$ cat src/rtl/mac_acc_drain.sv
// Output drain for the MAC accumulator: captures a four-lane snapshot and
// streams it as framed beats over valid/ready, with back-to-back capture.
`ifndef MAC_ACC_WIDTH
`define MAC_ACC_WIDTH 32
`endif

module mac_acc_drain #(
  parameter int ACC_WIDTH = `MAC_ACC_WIDTH
) (
  input  logic                 clk,
  input  logic                 rst,
  input  logic                 in_valid,
  output logic                 in_ready,
  input  logic [1:0]           mode,
  input  logic [ACC_WIDTH-1:0] lane0,
  input  logic [ACC_WIDTH-1:0] lane1,
  input  logic [ACC_WIDTH-1:0] lane2,
  input  logic [ACC_WIDTH-1:0] lane3,
  output logic                 m_valid,
  input  logic                 m_ready,
  output logic [ACC_WIDTH-1:0] m_data,
  output logic                 m_last,
  output logic [1:0]           m_res,
  output logic                 m_end,
  output logic                 overflow
);

  typedef enum logic {IDLE, SEND} state_t;

  state_t               state, state_nxt;
  logic [1:0]           idx;
  logic [1:0]           mode_q;
  logic [ACC_WIDTH-1:0] lane_buf [4];
  logic                 capture;
  logic                 transfer;

  always_ff @(posedge clk or posedge rst) begin
    if (rst) state <= IDLE;
    else     state <= state_nxt;
  end

  // The final-beat cycle of SEND accepts a new snapshot so there is no idle bubble.
  always_comb begin
    state_nxt = state;
    in_ready  = 1'b0;
    m_valid   = 1'b0;
    case (state)
      IDLE: begin
        in_ready = 1'b1;
        if (in_valid) state_nxt = SEND;
      end
      SEND: begin
        m_valid  = 1'b1;
        in_ready = (idx == 2'd3) && m_ready;
        if (m_ready && (idx == 2'd3) && !in_valid) state_nxt = IDLE;
      end
      default: state_nxt = IDLE;
    endcase
  end

  assign capture  = in_valid && in_ready;
  assign transfer = m_valid && m_ready;

  always_ff @(posedge clk or posedge rst) begin
    if (rst) begin
      idx      <= 2'd0;
      mode_q   <= 2'b00;
      overflow <= 1'b0;
      for (int i = 0; i < 4; i++) lane_buf[i] <= '0;
    end else begin
      if (capture) begin
        lane_buf[0] <= lane0;
        lane_buf[1] <= lane1;
        lane_buf[2] <= lane2;
        lane_buf[3] <= lane3;
        mode_q      <= mode;
        idx         <= 2'd0;
      end else if (transfer) begin
        idx <= idx + 2'd1;
      end
      if (in_valid && !in_ready) overflow <= 1'b1;
    end
  end

  // Framing is decoded from the captured mode; mode 2'b11 falls into the single case.
  always_comb begin
    m_data = '0;
    m_last = 1'b0;
    m_res  = 2'd0;
    m_end  = 1'b0;
    if (state == SEND) begin
      m_data = lane_buf[idx];
      m_end  = (idx == 2'd3);
      case (mode_q)
        2'b01: begin
          m_last = idx[0];
          m_res  = {1'b0, idx[1]};
        end
        2'b10: begin
          m_last = (idx == 2'd3);
          m_res  = 2'd0;
        end
        default: begin
          m_last = 1'b1;
          m_res  = idx;
        end
      endcase
    end
  end

endmodule

$ cat config.mk
export PLATFORM = sky130hd
export DESIGN_NAME = mac_acc_drain
export DESIGN_NICKNAME = d
export VERILOG_FILES = /design/src/rtl/mac_acc_drain.sv
export SDC_FILE = /design/constraint.sdc
export NUM_CORES = 1
export LEC_CHECK = 0
export CAP_MARGIN = 20
export CORE_MARGIN = 1
export CORE_UTILIZATION = 44
export CTS_BUF_LIST = sky130_fd_sc_hd__clkbuf_16
export DETAILED_ROUTE_END_ITERATION = 7
export GPL_ROUTABILITY_DRIVEN = 1
export GPL_TIMING_DRIVEN = 0
export HOLD_SLACK_MARGIN = 0.15
export PLACE_DENSITY = 0.85
export SLEW_MARGIN = 20
export SYNTH_ARGS = -nofsm -noshare
export SYNTH_HDL_FRONTEND = slang
export SYNTH_SLANG_ARGS = --single-unit
$ cat constraint.sdc
create_clock -name clk -period 3.8 [get_ports clk]
set_input_delay 0.38 -clock clk [delete_from_list [all_inputs] [get_ports clk]]
set_output_delay 0.38 -clock clk [all_outputs]
set_load 0.05 [all_outputs]
==> metrics.md <==
| Metric | Value |
|---|---|
| Final worst clock skew | 0.0103 ns |
| Finished Layout Cells | 812 |
| Status | finished, final reports clean |
| Worst min-delay path category | primary input to asynchronous set/reset pin |
| CTS tree | built |
| Final Hold Fails | 0 |
| Area share of the largest cell type after synthesis | 51.7% |
| Maximum achievable frequency | 321 MHz |
| Count of final setup violators | 0 |
| Diodes inserted | 0 |
| RSZ-0062 raised after global routing | no |
| Share of synthesized flip-flops with an asynchronous set or reset | 100% |
| Sinks on Clock Net | 134 |
| HPWL Detailed | 11400 um |
| Number of vias after detailed routing | 4122 |
| Number of DRC markers after the initial detailed-route iteration | 138 |
| Antenna violation net count after detailed routing | 0 |
| Worst r2r path cells | 6 |
| Setup Total Neg Slack | 0 ns |
| Antenna violations before repair | 0 |
| Root Buffer | sky130_fd_sc_hd__clkbuf_16 |
| Critical path class | flop to output pin |
| Routed metal-1 wirelength | 6940 um |
| Gates resized, CTS repair | 0 |
| Remaining routing DRC violations | 0 |
| Mean post-synth cell area | 15.5 um^2 |
| Global-route wire length before repair | 24500 um |
| Post-synth top flop | sky130_fd_sc_hd__dfrtp_1 |
| Required time reported for the critical path endpoint | 3.42 ns |
| Longest Clk Path Bufs | 2 |
| Maxcap violations | 0 |
| Minimum clock period | 3.12 ns |
| Synth Net Count | 558 |
| CTS HTree Levels | 4 |
| Max FO, Critical Path | 10 |
| Final setup slack of the worst path | 0.684 ns |
| Number of storage elements in the synthesis netlist | 134 |
| Proportion of layout cells with a drive suffix above 1 | 30.1% |
| Postcts setup bufs | 0 |
| Reg-to-reg critical path startpoint | idx[0]$_DFFE_PP0P_ |
| Top area cells in the synthesized netlist | sky130_fd_sc_hd__dfrtp_1, sky130_fd_sc_hd__mux2_4, sky130_fd_sc_hd__mux2i_1 |
| Cell Rows | 44 |
| Flop-to-flop setup slack | 1.83 ns |
| Max VDD drop | 702 uV |
| Via count of the first global-routing pass | 4605 |
| Most repeated cell in the gate-level netlist after synthesis | sky130_fd_sc_hd__dfrtp_1 |
| Routed wl met2 | 7850 um |
| Area of the die | 15200 um^2 |
| Syn. warnings | 0 |
| Crit Reg-Reg Endpoint | lane_buf[98]$_DFFE_PP0P_ |
| Final-report max-slew violation count | 0 |
| GRT overflow | 0 |
| Final routed wire length divided by cell count | 19.6 um |
| Clock input transition at the sequential cells of the worst setup and hold paths | 0.06 ns |
| Gate Count Post-Synth | 420 |
| Detailed-router iteration count before antenna repair | 4 |
| Worst EP arrival | 2.74 ns |
| Clk Latency, worst-skew pair | 0.41 ns |
| Initial standard-cell utilization of the core | 44.8% |
| Number of unique standard cell types used by synthesis | 27 |
| Number of CTS-inserted buffers | 17 |
| Largest net degree at the start of global routing | 37 |
| Area growth from synthesis to layout | 40.4% |
| Post-synth top area cell | sky130_fd_sc_hd__dfrtp_1 |
| Top cell types by occurrence after synthesis | sky130_fd_sc_hd__dfrtp_1, sky130_fd_sc_hd__mux2_4, sky130_fd_sc_hd__mux2i_1, sky130_fd_sc_hd__o22ai_1, sky130_fd_sc_hd__mux2_2 |
| Transition time at the pin with the least slew margin | 0.665 ns |
| Top layer in use | met4 |
| Final weighted congestion in routability-driven placement | 0.750 |
| Sequential share of the synthesized area | 51.7% |
| Startpoint types | flop |
| Share of the clock period used by the worst path after layout | 82.0% |
| Filler cells | 1060 |
| Post-Place Setup Slack | 1.13 ns |
| Number of flops mapped to enable cells by yosys | 0 |
| Port Buf Inserts | 172 |
| Width of the die | 123 um |
| Hold-fix buffers, CTS | 0 |
| Total length of routed met3 wires | 799 um |
| Placed cells | 780 |
| Area of the mapped netlist | 6490 um^2 |
| Count of nets after finishing | 753 |
| Headroom to the max-slew limit | 55.6% |
| Vias per Instance | 5.08 |
| Static power due to leakage | 4.26 nW |
| Crit path capture type | output pin |
| Top-Level Pins | 173 |
| Power Density | 1000 nW/um^2 |
| Die H | 123 um |
| Overall track demand over capacity in global routing | 21.9% |
| Placeable core region | 14500 um^2 |
| Wire length reported by the detailed router | 15900 um |
## worst max-delay path by stage
stage,from,end,cells past startpoint
6_report,state$_DFF_PP0_,m_data[15],5
5_1_grt,idx[1]$_DFFE_PP0P_,m_data[20],6
4_1_cts,state$_DFF_PP0_,m_data[15],5
3_5_place_dp,state$_DFF_PP0_,m_data[11],5
3_3_place_gp,rst,lane_buf[79]$_DFFE_PP0P_,2
2_1_floorplan,state$_DFF_PP0_,m_data[10],4
## state kept, by name (all words and copies together) (netlist names)
signal and cells:
state 1, lane_buf 128, overflow 1, mode_q 2
idx 2
## metal layers
| metal | GRT usage, % | vias up |
|---|---|---|
| met2 | 36.2 | 118 |
| li1 | - | 1914 |
| met1 | 27.2 | 2070 |
| met5 | 0 | - |
| met3 | 5.77 | 20 |
| met4 | 8.89 | 0 |
## final cells by class
class / count / area, um^2 / share of cell area, %
Buffer: 29 / 250 / 2.75
Clock buffer: 17 / 425 / 4.67
Clock inverter: 15 / 163 / 1.78
Inverter: 4 / 18.8 / 0.206
Multi-Input combinational cell: 253 / 2870 / 31.5
Sequential cell: 134 / 3350 / 36.8
Tap cell: 184 / 230 / 2.53
Timing Repair Buffer: 176 / 1800 / 19.8
## power breakdown
part	leakage [nW]	switching [mW]	internal, mW
sequential	1.59	0.432	2.15
combinational	2.38	2.60	2.30
clock	0.283	0.607	1.02
## worst max-delay path: stages (launching register included)
cell                              delay [ns]
sky130_fd_sc_hd__dfrtp_1                0.39
sky130_fd_sc_hd__buf_2                  0.18
sky130_fd_sc_hd__nand2b_1               0.27
sky130_fd_sc_hd__clkbuf_1               0.52
sky130_fd_sc_hd__o22ai_1                0.21
sky130_fd_sc_hd__clkdlybuf4s50_1        0.74
## placed cells by master, fill, tap and decap left out, drive strengths merged
cell,instances
clkdlybuf4s50,172
dfrtp,134
mux2,130
mux2i,64
o22ai,32
buf,29
clkbuf,21
clkinv,9
nand2,6
clkinvlp,4
ha,4
inv,3
nand2b,3
bufinv,3
and2,2
a21oi,2
a31oi,2
a21bo,1
o21ai,1
and3,1
a221oi,1
nor2b,1
nand3,1
o21bai,1
nand3b,1
## through the flow
step                instance area, um^2  util, %  hold WS [ns]  total power, mW
finish                             9110     62.9         0.353             9.11
global route                       9110     62.9         0.361             9.54
CTS                                9110     62.9         0.348             9.18
detailed placement                 8530     58.9         0.475             7.49
global placement                   8450     58.3         0.462             7.33
floorplan                          6490        -         0.479             6.05
## cells by family (layout without fill, tap and decap cells)
family                   count (synthesis)  in the layout  synth area share [%]
multiplexers                           194            194                  38.2
flip-flops                             134            134                  51.7
AO/OA/AOI/OAI                           40             40                  4.01
buffers and inverters                   33            241                  4.09
AND/OR/NAND/NOR                         15             15                  1.25
adder cells (fa/ha/maj)                  4              4                 0.771
(Power assumes the default switching activity.)
